<file path="config.mk">
export PLATFORM = sky130hd
export DESIGN_NAME = wb_trace_buffer_flat
export DESIGN_NICKNAME = d
export VERILOG_FILES = /design/src/rtl/wb_trace_buffer_if.sv /design/src/rtl/wb_trace_buffer.sv /design/src/flat_wrapper.sv
export SDC_FILE = /design/constraint.sdc
export NUM_CORES = 1
export LEC_CHECK = 0
export BUFFER_PORTS_ARGS = -buffer_cell sky130_fd_sc_hd__buf_2
export CORE_AREA = 2 2 234 294
export DETAILED_ROUTE_END_ITERATION = 16
export DIE_AREA = 0 0 236 296
export PLACE_DENSITY = 0.87
export SLEW_MARGIN = 20
export SYNTH_ARGS = -nofsm -noshare
export SYNTH_HDL_FRONTEND = slang
export SYNTH_SLANG_ARGS = --single-unit
</file>
<file path="constraint.sdc">
create_clock -name clk -period 7.6 [get_ports clk]
set_clock_uncertainty 0.15 [all_clocks]
set_input_delay 0.38 -clock clk [delete_from_list [all_inputs] [get_ports clk]]
set_output_delay 0.38 -clock clk [all_outputs]
set_load 0.02 [all_outputs]
</file>
<file path="src/rtl/wb_trace_buffer_if.sv">
// Write-back debug capture and trace drain signals of wb_trace_buffer; the slave modport is the buffer side.
interface wb_trace_buffer_if #(
  parameter int DEPTH = 16
);
  localparam int CW = $clog2(DEPTH) + 1;

  logic [31:0]   debug_wb_pc;
  logic [3:0]    debug_wb_rf_we;
  logic [4:0]    debug_wb_rf_wnum;
  logic [31:0]   debug_wb_rf_wdata;

  logic          trace_valid;
  logic          trace_ready;
  logic [31:0]   trace_pc;
  logic [4:0]    trace_wnum;
  logic [31:0]   trace_wdata;
  logic [CW-1:0] trace_count;
  logic          trace_overflow;
  logic [15:0]   trace_drop_cnt;

  modport master (
    output debug_wb_pc, debug_wb_rf_we, debug_wb_rf_wnum, debug_wb_rf_wdata, trace_ready,
    input  trace_valid, trace_pc, trace_wnum, trace_wdata, trace_count,
           trace_overflow, trace_drop_cnt
  );

  modport slave (
    input  debug_wb_pc, debug_wb_rf_we, debug_wb_rf_wnum, debug_wb_rf_wdata, trace_ready,
    output trace_valid, trace_pc, trace_wnum, trace_wdata, trace_count,
           trace_overflow, trace_drop_cnt
  );
endinterface

</file>
<file path="src/rtl/wb_trace_buffer.sv">
// Retired-instruction trace FIFO: captures qualifying WB register writes, visible one cycle later.
// Never stalls the CPU; when full (and not popping) the record is dropped and counted instead.
module wb_trace_buffer #(
  parameter int DEPTH     = 16,
  parameter bit FILTER_R0 = 1'b1
) (
  input logic              clk,
  input logic              resetn,
  input logic              clear,
  wb_trace_buffer_if.slave bus
);
  localparam int AW = $clog2(DEPTH);
  localparam logic [AW:0] FULL_CNT = (AW + 1)'(DEPTH);

  typedef struct packed {
    logic [31:0] pc;
    logic [4:0]  wnum;
    logic [31:0] wdata;
  } entry_t;

  entry_t        mem [DEPTH];
  entry_t        rec;
  entry_t        head;
  logic [AW-1:0] wr_ptr;
  logic [AW-1:0] rd_ptr;
  logic [AW:0]   count;
  logic          overflow;
  logic [15:0]   drop_cnt;
  logic [31:0]   mdata;
  logic          cap;
  logic          full;
  logic          valid;
  logic          pop;
  logic          push;
  logic          drop;

  always_comb begin
    mdata = '0;
    for (int i = 0; i < 4; i++) begin
      if (bus.debug_wb_rf_we[i]) mdata[8*i +: 8] = bus.debug_wb_rf_wdata[8*i +: 8];
    end
  end

  assign rec   = '{pc: bus.debug_wb_pc, wnum: bus.debug_wb_rf_wnum, wdata: mdata};
  assign cap   = (bus.debug_wb_rf_we != 4'h0) && (!FILTER_R0 || (bus.debug_wb_rf_wnum != 5'd0));
  assign full  = (count == FULL_CNT);
  assign valid = (count != '0);
  assign pop   = valid && bus.trace_ready;
  // A full FIFO still accepts a capture when the head leaves in the same cycle.
  assign push  = cap && (!full || pop);
  assign drop  = cap && full && !pop;

  always_ff @(posedge clk or negedge resetn) begin
    if (!resetn) begin
      wr_ptr   <= '0;
      rd_ptr   <= '0;
      count    <= '0;
      overflow <= 1'b0;
      drop_cnt <= '0;
    end else if (clear) begin
      wr_ptr   <= '0;
      rd_ptr   <= '0;
      count    <= '0;
      overflow <= 1'b0;
      drop_cnt <= '0;
    end else begin
      if (push) wr_ptr <= wr_ptr + 1'b1;
      if (pop)  rd_ptr <= rd_ptr + 1'b1;
      case ({push, pop})
        2'b10:   count <= count + 1'b1;
        2'b01:   count <= count - 1'b1;
        default: count <= count;
      endcase
      if (drop) begin
        overflow <= 1'b1;
        if (drop_cnt != 16'hFFFF) drop_cnt <= drop_cnt + 16'd1;
      end
    end
  end

  // Storage is left unreset; it is only observable through the count-gated head mux.
  always_ff @(posedge clk) begin
    if (push && !clear) mem[wr_ptr] <= rec;
  end

  assign head = mem[rd_ptr];

  assign bus.trace_valid    = valid;
  assign bus.trace_pc       = valid ? head.pc    : 32'h0;
  assign bus.trace_wnum     = valid ? head.wnum  : 5'h0;
  assign bus.trace_wdata    = valid ? head.wdata : 32'h0;
  assign bus.trace_count    = count;
  assign bus.trace_overflow = overflow;
  assign bus.trace_drop_cnt = drop_cnt;
endmodule

</file>
<file path="src/flat_wrapper.sv">
// flat-port wrapper written by rule: the top's interface ports become plain ports
module wb_trace_buffer_flat 
#(
  parameter int DEPTH     = 16,
  parameter bit FILTER_R0 = 1'b1
)
  (clk, resetn, clear, bus_debug_wb_pc, bus_debug_wb_rf_we, bus_debug_wb_rf_wnum, bus_debug_wb_rf_wdata, bus_trace_ready, bus_trace_valid, bus_trace_pc, bus_trace_wnum, bus_trace_wdata, bus_trace_count, bus_trace_overflow, bus_trace_drop_cnt);
  wb_trace_buffer_if #(.DEPTH(DEPTH)) bus_i ();
  input logic clk;
  input logic resetn;
  input logic clear;
  input wire logic [$bits(bus_i.debug_wb_pc)-1:0] bus_debug_wb_pc;
  input wire logic [$bits(bus_i.debug_wb_rf_we)-1:0] bus_debug_wb_rf_we;
  input wire logic [$bits(bus_i.debug_wb_rf_wnum)-1:0] bus_debug_wb_rf_wnum;
  input wire logic [$bits(bus_i.debug_wb_rf_wdata)-1:0] bus_debug_wb_rf_wdata;
  input wire logic [$bits(bus_i.trace_ready)-1:0] bus_trace_ready;
  output wire logic [$bits(bus_i.trace_valid)-1:0] bus_trace_valid;
  output wire logic [$bits(bus_i.trace_pc)-1:0] bus_trace_pc;
  output wire logic [$bits(bus_i.trace_wnum)-1:0] bus_trace_wnum;
  output wire logic [$bits(bus_i.trace_wdata)-1:0] bus_trace_wdata;
  output wire logic [$bits(bus_i.trace_count)-1:0] bus_trace_count;
  output wire logic [$bits(bus_i.trace_overflow)-1:0] bus_trace_overflow;
  output wire logic [$bits(bus_i.trace_drop_cnt)-1:0] bus_trace_drop_cnt;
  assign bus_i.debug_wb_pc = bus_debug_wb_pc;
  assign bus_i.debug_wb_rf_we = bus_debug_wb_rf_we;
  assign bus_i.debug_wb_rf_wnum = bus_debug_wb_rf_wnum;
  assign bus_i.debug_wb_rf_wdata = bus_debug_wb_rf_wdata;
  assign bus_i.trace_ready = bus_trace_ready;
  assign bus_trace_valid = bus_i.trace_valid;
  assign bus_trace_pc = bus_i.trace_pc;
  assign bus_trace_wnum = bus_i.trace_wnum;
  assign bus_trace_wdata = bus_i.trace_wdata;
  assign bus_trace_count = bus_i.trace_count;
  assign bus_trace_overflow = bus_i.trace_overflow;
  assign bus_trace_drop_cnt = bus_i.trace_drop_cnt;
  wb_trace_buffer #(.DEPTH(DEPTH), .FILTER_R0(FILTER_R0)) u_core (.clk(clk), .resetn(resetn), .clear(clear), .bus(bus_i));
endmodule
</file>
# == After elaboration in Yosys (flattened, before gate mapping) ==
# Memories as Yosys holds them, arrays and structs flattened.
# Cells that the tools add are included.
# W data, S select, Z words.
# op_classes
muxes,20
addsub,5
reduce_logical,19
eq_ne,4
# op_table
op,n
$mux W32,2
$mux W16,3
$mux W8,4
$add A16 B1 Y16 const B,1
$mux W4,4
$ne A16 B16 Y1 const B,1
$mux W5,2
$pmux W5 S2,1
$reduce_bool A5 Y1,2
$add A4 B1 Y4 const B,2
$reduce_bool A2 Y1,4
$logic_and A1 B1 Y1,6
$add A5 B1 Y5 const B,1
$eq A5 B5 Y1 const B,1
$sub A5 B1 Y5 const B,1
$mux W1,4
$reduce_bool A4 Y1,1
$logic_not A1 Y1,3
$reduce_bool A3 Y1,1
$eq A2 B1 Y1 const B,1
$eq A2 B2 Y1 const B,1
$reduce_and A2 Y1,1
$logic_or A1 B1 Y1,1
# totals
wordCells,54
mem_bits_rw,1104
mem_count,1
output_inout_bits,92
inputBits,77
reg_bits,30
# mem_list
memory,depth,width,rd,rd_ports_with_merged_regs,write_ports,line_no,rtl
u_core.mem,16,69,1,0,1,wb_trace_buffer.sv:21,entry_t mem [DEPTH];

# == Longest topological paths before layout ==
# Gate-level depths: netlist of the first run.
# logic_depth
ltp_word,7
ltp_mapped,10
depth_no_buf,10

# == Worst setup path before layout of the first run ==
# OpenSTA, ideal clock, no wires.
# synth_path
path_type,reg-to-reg
start,"reg u_core.count[1], in the netlist u_core.bus.trace_count[1]"
end,"mem u_core.mem[2][0] (netlist name), enable pin"
slack_ps,2810
n_path_buf,1
period_less_slack_ps,4790
setup_time_ps,497
stages_incl_launch_ff,6
arrival_time_ps,4143
required_time_ps,6953
path_cell_list,dfrtp_1 > or4_4 > nor3b_4 > or3_1 > clkbuf_1 > nor2_1
# synth_via
elab_chain_cells,7
elab_cells_between_ends,9
cone_classes,eq/ne: 1; mux: 2; reduce/logical: 6
# synth_rtl
item,line_no,rtl
start: declaration,wb_trace_buffer.sv:26,logic [AW:0] count;
start signal: assignment,wb_trace_buffer.sv:70,2'b10: count <= count + 1'b1;
start signal: assignment,wb_trace_buffer.sv:71,2'b01: count <= count - 1'b1;
start signal: assignment,wb_trace_buffer.sv:72,default: count <= count;
$eq A5 B5 Y1 or $reduce_bool A5 Y1 (tied branches),"wb_trace_buffer.sv:46, wb_trace_buffer.sv:47",
$logic_not A1 Y1 or $logic_and A1 B1 Y1 (tied branches),"wb_trace_buffer.sv:50, wb_trace_buffer.sv:48",
$logic_or A1 B1 Y1 (*),wb_trace_buffer.sv:50,assign push = cap && (!full || pop);
$logic_and A1 B1 Y1 (*),wb_trace_buffer.sv:50,
$logic_and A1 B1 Y1 (*),wb_trace_buffer.sv:83,if (push && !clear) mem[wr_ptr] <= rec;
$mux W1 (*),wb_trace_buffer.sv:83,
$mux W1 (not written as such) (*),wb_trace_buffer.sv:83,
end: declaration,wb_trace_buffer.sv:21,
# Every way passes the cells marked *; elsewhere a longest branch is shown, timed or not.

# == Worst setup path after layout of the first run ==
# layout_path
start,reg u_core.rd_ptr[1]
end,out bus_trace_pc[14]
# layout_via
elab_chain_cells,2
# layout_rtl
item,line_no,rtl
start: declaration,wb_trace_buffer.sv:25,logic [AW-1:0] rd_ptr;
start signal: assignment,wb_trace_buffer.sv:68,if (pop) rd_ptr <= rd_ptr + 1'b1;
$mem_v2 Z16 W69,--,
$mux W32,wb_trace_buffer.sv:89,assign bus.trace_pc = valid ? head.pc : 32'h0;
end: declaration,flat_wrapper.sv:18,output wire logic [$bits(bus_i.trace_pc)-1:0] bus_trace_pc;
# Every way passes these cells.

==> results of run 1 <==
-- worst max path at each step --
stage,slack [ns],to
floorplan,2.81,u_core.mem[2][0]
global placement,3.34,u_core.mem[10][42]
detailed placement,3.18,u_core.mem[10][43]
CTS,3.16,bus_trace_pc[14]
global route,3.09,bus_trace_pc[14]
finish,3.13,bus_trace_pc[14]
-- placed cells by master, fill, tap and decap left out, drive strengths merged, types with 12 or more instances in the layout --
cell / Yosys / final
and2: 102 / 102
or3: 13 / 13
mux4: 345 / 345
clkbuf: 52 / 115
edfxtp: 1104 / 1104
a21oi: 13 / 13
dlygate4sd3: 0 / 39
nand3: 12 / 12
clkinv: 0 / 46
nand2: 13 / 13
o21ai: 14 / 14
inv: 10 / 15
nor2: 40 / 40
dfrtp: 30 / 30
buf: 41 / 202
-- state kept, by name, summed over array words and instances, names as in the netlist --
signal                     cells
u_core.rd_ptr                  4
u_core.bus.trace_count         5
u_core.wr_ptr                  4
u_core.bus.trace_overflow      1
u_core.bus.trace_drop_cnt     16
u_core.mem                  1104
-- through the flow --
step	cells	util, %	worst slack, ns	power, mW
2_1_floorplan	1862	-	2.81	9.35
3_3_place_gp	2842	68.2	3.34	10.1
3_5_place_dp	2842	68.2	3.18	10.2
4_1_cts	3060	73.4	3.16	15.1
5_1_grt	3065	73.5	3.09	15.4
6_report	3065	73.5	3.13	15.0
-- layer usage --
metal	up-vias	GRT usage (%)	wire, um
li1	8380	-	-
met1	11300	38.4	35300
met2	1532	54.5	56800
met3	291	4.89	8720
met4	2	14.0	4770
met5	-	0	13
-- worst reg2reg max path, cell delays in order, from the launching register on --
cell     delay [ns]
dfrtp_1        0.44
or4_4          0.19
nor3b_4        0.06
nor2_1         0.20
nand2_1        0.51
nor2_4         0.70
buf_4          0.53
buf_4          0.60
-- Yosys cell counts (2+ instances only) --
master	n
nand4_1	4
nor4_1	6
or3_1	11
edfxtp_1	1104
nor2b_1	7
mux4_2	345
nor3_1	4
xor2_1	4
mux2_2	5
clkbuf_1	52
a211oi_1	2
or3b_2	2
inv_1	10
nand3b_1	3
or3_4	2
buf_4	3
buf_1	9
nand3_1	12
a21oi_1	13
buf_2	28
dfrtp_1	30
and2_1	102
mux2_4	3
ha_1	9
and3_1	2
nand2_1	13
xnor2_1	4
nor2_1	39
o31ai_1	2
o21ai_0	12
or4_1	4
-- layout make-up --
cell class | instances | area, um^2 | area share (%)
clock buffer | 115 | 2560 | 5.17
timing repair buffer | 241 | 1650 | 3.33
multi-input combinational | 625 | 9670 | 19.5
clock inverter | 64 | 546 | 1.10
inverter | 10 | 37.5 | 0.0759
sequential | 1134 | 33900 | 68.5
tap | 872 | 1090 | 2.21
antenna | 4 | 10.0 | 0.0202
-- power by group through the flow --
| stage | combinational, mW | sequential [mW] | clock (mW) |
|---|---|---|---|
| floorplan | 2.18 | 7.17 | 0 |
| global placement | 2.90 | 7.19 | 0 |
| detailed placement | 2.96 | 7.20 | 0 |
| CTS | 3.04 | 7.08 | 4.95 |
| global route | 3.19 | 7.08 | 5.14 |
| finish | 3.01 | 7.08 | 4.91 |
-- logic make-up after synthesis --
logic type / after synthesis / synth area share (%)
AND/OR/NAND/NOR: 217 / 2.85
flip-flops: 1134 / 77.2
adder cells (fa/ha/maj): 10 / 0.302
AO/OA/AOI/OAI: 36 / 0.490
XOR/XNOR: 8 / 0.160
multiplexers: 354 / 18.0
buffers and inverters: 103 / 1.00
==> results.json, run 1 <==
{
  "fillCellCount": 3435,
  "synth_top_area_share_pct": 75.5,
  "totalNegativeSetupSlack_ns": 0,
  "syn_inst": 1862,
  "holdPathStages": 2,
  "die_h_um": 296,
  "cp_num_cells": 5,
  "holdBufCountCts": 39,
  "post_dp_cell_area_um2": 45900,
  "drive_above_1_share_pct": 33.2,
  "postCtsResizedCells": 0,
  "p_per_area_nw_per_um2": 303,
  "ys.flop_type": "edfxtp_1",
  "detail-route-antenna-nets": 0,
  "combPwrFrac_pct": 20.1,
  "ys_ff_latch": 1134,
  "antenna_found_initial": 5,
  "rsz0062_at_grt": "false",
  "grt_pass1_vias": 22500,
  "cap_viol_max_count": 0,
  "portBuffers": 168,
  "std_cell_rows": 107,
  "ys_warn_count": 0,
  "syn-num-nets": 1949,
  "p_switching_mw": 3.90,
  "die_area_um2": 69900,
  "hold_path.class": "in2reg",
  "finalWeightedCongestion": 0.788,
  "slew_headroom_pct": 24.9,
  "drc": 0,
  "cts_tree": "built",
  "peakVddDrop_uv": 270,
  "r2r-start": "u_core.bus.trace_count[3]",
  "swShare_pct": 26.0,
  "grt_max_degree": 132,
  "via_per_inst": 7.02,
  "status": "complete, no violations",
  "cts.clk_slew.worst_paths_ns": 0.07,
  "arrival_ns": 3.94,
  "cts-root-buf": "clkbuf_16",
  "routed_wl_um": 106000,
  "critPathMaxStageDelay_ns": 1.13,
  "r2r_cells": 7,
  "fin_crit_sh_pct": 58.9,
  "critPathLaunchType": "flip-flop",
  "ios": 169,
  "clock_latency_ns": 0.65,
  "crit_path_end_kind": "output pin",
  "initial_utilization_pct": 65.2,
  "holdCritStartpoint": "clear",
  "clock-sinks": 1134,
  "final-max-slew-violation-count": 0,
  "crit_buf_inv": 2,
  "cp_cell_sequence": "buf_12 -> mux4_2 -> mux4_2 -> and2_1 -> buf_2",
  "synth_top_cell_by_area": "edfxtp_1",
  "track_usage_pct": 30.9,
  "setup_viol": 0,
  "hold_viol_final": 0,
  "p_leak_nw": 15.5,
  "grt_pass1_wl_um": 152000,
  "dp_hpwl_um": 51300,
  "synth_cell_types": 47,
  "nets": 2198,
  "yosysSeqAreaShare_pct": 77.2,
  "worst_path_max_delay_cell": "dfrtp_4",
  "path_delay_family": "flip-flops",
  "crit_type": "reg2out",
  "firstDrtPassIters": 5,
  "avgSynthCellArea_um2": 23.6,
  "clockBufferDepth": 3,
  "final.min_clock_period_ns": 4.47,
  "syn_area_um2": 43900,
  "first_iter_violations": 2463,
  "synthArstFlopShare_pct": 2.65,
  "tightest_slew_ns": 1.13,
  "r2r_end": "u_core.mem[10][13]",
  "synth_edf_count": 1104,
  "hold_path_end": "u_core.bus.trace_drop_cnt[10]",
  "r2r_setup_slack_ns": 3.82,
  "die_w_um": 236,
  "p_clk_share_pct": 32.7,
  "postCtsSetupRepairBufs": 0,
  "p_int_mw": 11.1,
  "ctsHtreeMaxLevel": 3,
  "grt_overflow": 0,
  "wl_per_cell_um": 34.4,
  "max_clock_freq_mhz": 223,
  "cp-startpoint": "u_core.rd_ptr[1]",
  "timing.hold.ws_ns": 0.148,
  "cts_buffers": 99,
  "synthTopCellsByArea": "edfxtp_1 (76%), mux4_2 (18%), dfrtp_1 (1.7%)",
  "design_area_um2": 49500,
  "cpMostUsedCell": "mux4_2",
  "fp.coreArea_um2": 67300,
  "worstPathRequired_ns": 7.07,
  "dr_total_vias": 21500,
  "power_frac_seq_pct": 47.2,
  "syn2layout_area_growth_pct": 12.7,
  "critical_path.max_fanout": 118
}
Note: power is estimated with default switching activity, not from simulation.
==> run 2, diff against run 1 <==
--- a/config.mk
+++ b/config.mk
@@ -5,11 +5,12 @@
 export SDC_FILE = /design/constraint.sdc
 export NUM_CORES = 1
 export LEC_CHECK = 0
+export ABC_AREA = 1
 export BUFFER_PORTS_ARGS = -buffer_cell sky130_fd_sc_hd__buf_2
-export CORE_AREA = 2 2 234 294
+export CORE_AREA = 2 2 259 325
 export DETAILED_ROUTE_END_ITERATION = 16
-export DIE_AREA = 0 0 236 296
-export PLACE_DENSITY = 0.87
+export DIE_AREA = 0 0 261 327
+export PLACE_DENSITY = 0.79
 export SLEW_MARGIN = 20
 export SYNTH_ARGS = -nofsm -noshare
 export SYNTH_HDL_FRONTEND = slang
==> constraint.sdc (replaced) <==
create_clock -name clk -period 4.1 [get_ports clk]
set_clock_uncertainty 0.15 [all_clocks]
set_input_delay 0.205 -clock clk [delete_from_list [all_inputs] [get_ports clk]]
set_output_delay 0.205 -clock clk [all_outputs]
set_load 0.02 [all_outputs]
==> run 2 against run 1 <==
Register-to-register slack lost 2.7 ns. Routed wire length grew 4.7%. Global-route usage shrank 5.1 points. Clock-buffer cell count grew 5. Cell area grew 4.7%. Critical path depth grew 4. Via count grew 41%. Hold slack lost 0.099 ns. First-iteration DRC count grew 51%. Synthesized area grew 4.4%. Cell count grew 66%. Utilization shrank 11 points. Critical endpoint is now bus_trace_wdata[5]. Largest cell class unchanged.
==> results.json, run 2 <==
{
  "clock_latency_ns": 0.67,
  "initial_utilization_pct": 55.6,
  "track_usage_pct": 25.8,
  "antenna_found_initial": 1,
  "syn_inst": 3774,
  "die_h_um": 327,
  "final_cell_mix": "edfxtp_1 (1104), nor2_1 (953), o21ai_0 (462)",
  "crit_type": "reg2out",
  "synth_common_cells": "edfxtp_1 (1104), nor2_1 (957), o21ai_0 (462)",
  "placed_cells": 4847,
  "clockBufferDepth": 3,
  "synthArstFlopShare_pct": 2.65,
  "clock-sinks": 1134,
  "first_iter_violations": 3707,
  "cts.clk_slew.worst_paths_ns": 0.07,
  "routed_wl_um": 111000,
  "final-max-slew-violation-count": 0,
  "critical_path.max_fanout": 38,
  "grt_overflow": 0,
  "max_clock_freq_mhz": 265,
  "combPwrFrac_pct": 23.0,
  "via_per_inst": 5.94,
  "synth_edf_count": 1104,
  "portBuffers": 168,
  "dr_total_vias": 30300,
  "final.min_clock_period_ns": 3.77,
  "avgSynthCellArea_um2": 12.1,
  "detail-route-antenna-nets": 0,
  "setup_viol": 0,
  "std_cell_rows": 118,
  "ys_ff_latch": 1134,
  "arrival_ns": 3.42,
  "peakVddDrop_uv": 446,
  "firstDrtPassIters": 6,
  "synthTopCellsByArea": "edfxtp_1 (72%), nor2_1 (7.8%), o21ai_0 (5.0%)",
  "postCtsResizedCells": 0,
  "drive_above_1_share_pct": 10.3,
  "swShare_pct": 31.3,
  "nets": 4025,
  "hold_path.class": "in2reg",
  "ctsHtreeMaxLevel": 3,
  "rsz0062_at_grt": "false",
  "cts_buffers": 101,
  "crit_path_end_kind": "output pin",
  "worstPathRequired_ns": 3.74,
  "fin_crit_sh_pct": 92.0,
  "cts_tree": "built",
  "ys.flop_type": "edfxtp_1",
  "stdcell_count": 5102,
  "p_switching_mw": 9.06,
  "fp.coreArea_um2": 82400,
  "status": "complete, no violations",
  "power_frac_seq_pct": 45.2,
  "drc": 0,
  "yosysSeqAreaShare_pct": 74.0,
  "regMostFlops": "u_core.mem",
  "cts-root-buf": "clkbuf_16",
  "fillCellCount": 5795,
  "ios": 169,
  "syn_area_um2": 45800,
  "synth_top_area_share_pct": 72.3,
  "layout.cells.most_common": "edfxtp_1",
  "syn2layout_area_growth_pct": 13.0,
  "die_w_um": 261,
  "grt_pass1_vias": 29700,
  "grt_pass1_wl_um": 168000,
  "p_clk_share_pct": 31.7,
  "yosysMostFrequentCell": "edfxtp_1",
  "final_core_util_pct": 62.9,
  "multiInputGateArea_um2": 10700,
  "wl_per_cell_um": 21.7,
  "critPathLaunchType": "flip-flop",
  "synth_top_cell_by_area": "edfxtp_1",
  "dp_hpwl_um": 57600,
  "finalWeightedCongestion": 0.807,
  "p_per_area_nw_per_um2": 558,
  "regArea_um2": 33900,
  "syn-num-nets": 3861,
  "slew_headroom_pct": 29.6,
  "die_area_um2": 85300,
  "hold_viol_final": 0,
  "tightest_slew_ns": 1.06,
  "synth_cell_types": 29,
  "cap_viol_max_count": 0,
  "p_int_mw": 19.9,
  "largest_register_ffs": 1104,
  "ys_warn_count": 0,
  "p_leak_nw": 18.1,
  "grt_max_degree": 151
}
## run 2: power by group through the flow
stage,combinational [mW],sequential [mW],clock (mW)
6_report,6.66,13.1,9.17
3_5_place_dp,6.55,13.3,0
4_1_cts,6.66,13.1,9.23
5_1_grt,7.31,13.1,9.67
3_3_place_gp,6.42,13.3,0
2_1_floorplan,4.51,13.3,0
## run 2: cells by family after synthesis
logic type      Yosys count  share of synthesized area (%)
xor+xnor                 10                          0.191
fa+ha+maj                10                          0.289
buf+inv                 311                           3.04
simple gates           1597                           14.1
compound gates          712                           8.39
flops                  1134                           74.0
## run 2: worst paths after layout
path	endpoint	from	slack, ns	depth (start not counted)
worst max-delay path	bus_trace_wdata[5]	u_core.rd_ptr[0]	0.33	9
worst min-delay path	u_core.mem[11][4]	bus_debug_wb_rf_wdata[4]	0.05	3
worst max register to register	u_core.mem[10][49]	u_core.bus.trace_count[1]	1.12	7
worst min register to register	u_core.bus.trace_drop_cnt[15]	u_core.bus.trace_drop_cnt[15]	0.42	2
max in group asynchronous	u_core.rd_ptr[2]	resetn	3.20	4
min in group asynchronous	u_core.bus.trace_count[0]	resetn	0.41	4
## run 2: layout make-up
class | count | area share [%]
sequential | 1134 | 65.5
multi-input combinational | 2329 | 20.6
clock buffer | 120 | 5.02
timing repair buffer | 307 | 4.59
tap | 1080 | 2.61
clock inverter | 66 | 1.15
inverter | 65 | 0.519
antenna | 1 | 0.00483
## run 2: metal layers
metal	vias to the layer above	track usage, %	part of all wire, %
met5	-	0	0
met1	14800	32.9	37
li1	13800	-	-
met4	0	10.6	3.3
met2	1529	44.5	51
met3	217	3.50	8.5
## run 2: worst max-delay path, cell delays in order, from the launching register on
cell and delay, ns:
dfrtp_4 0.80, buf_4 0.42, buf_4 0.41, nor2_1 0.10, nor2_1 0.10, o21ai_0 0.09
nand3_1 0.12, nand3_1 0.11, a21oi_1 0.33, buf_2 0.23
## run 2: repair_timing
action / CTS / global route
buffers inserted: 0 / 0
hold endpoints to repair: 985 / 0
hold buffers: 68 / 0
## run 2: through the flow
| step | total power, mW | instance area [um^2] | worst slack [ns] | hold slack (ns) | setup TNS [ns] |
|---|---|---|---|---|---|
| floorplan | 17.8 | 45900 | -0.538 | -0.241 | -294.82 |
| global placement | 19.7 | 47900 | 1.01 | 0.161 | 0 |
| detailed placement | 19.9 | 47900 | 0.942 | 0.158 | 0 |
| CTS | 29.0 | 51800 | 0.244 | 0.00141 | 0 |
| global route | 30.1 | 51800 | 0.131 | 0.0556 | 0 |
| finish | 28.9 | 51800 | 0.326 | 0.0488 | 0 |
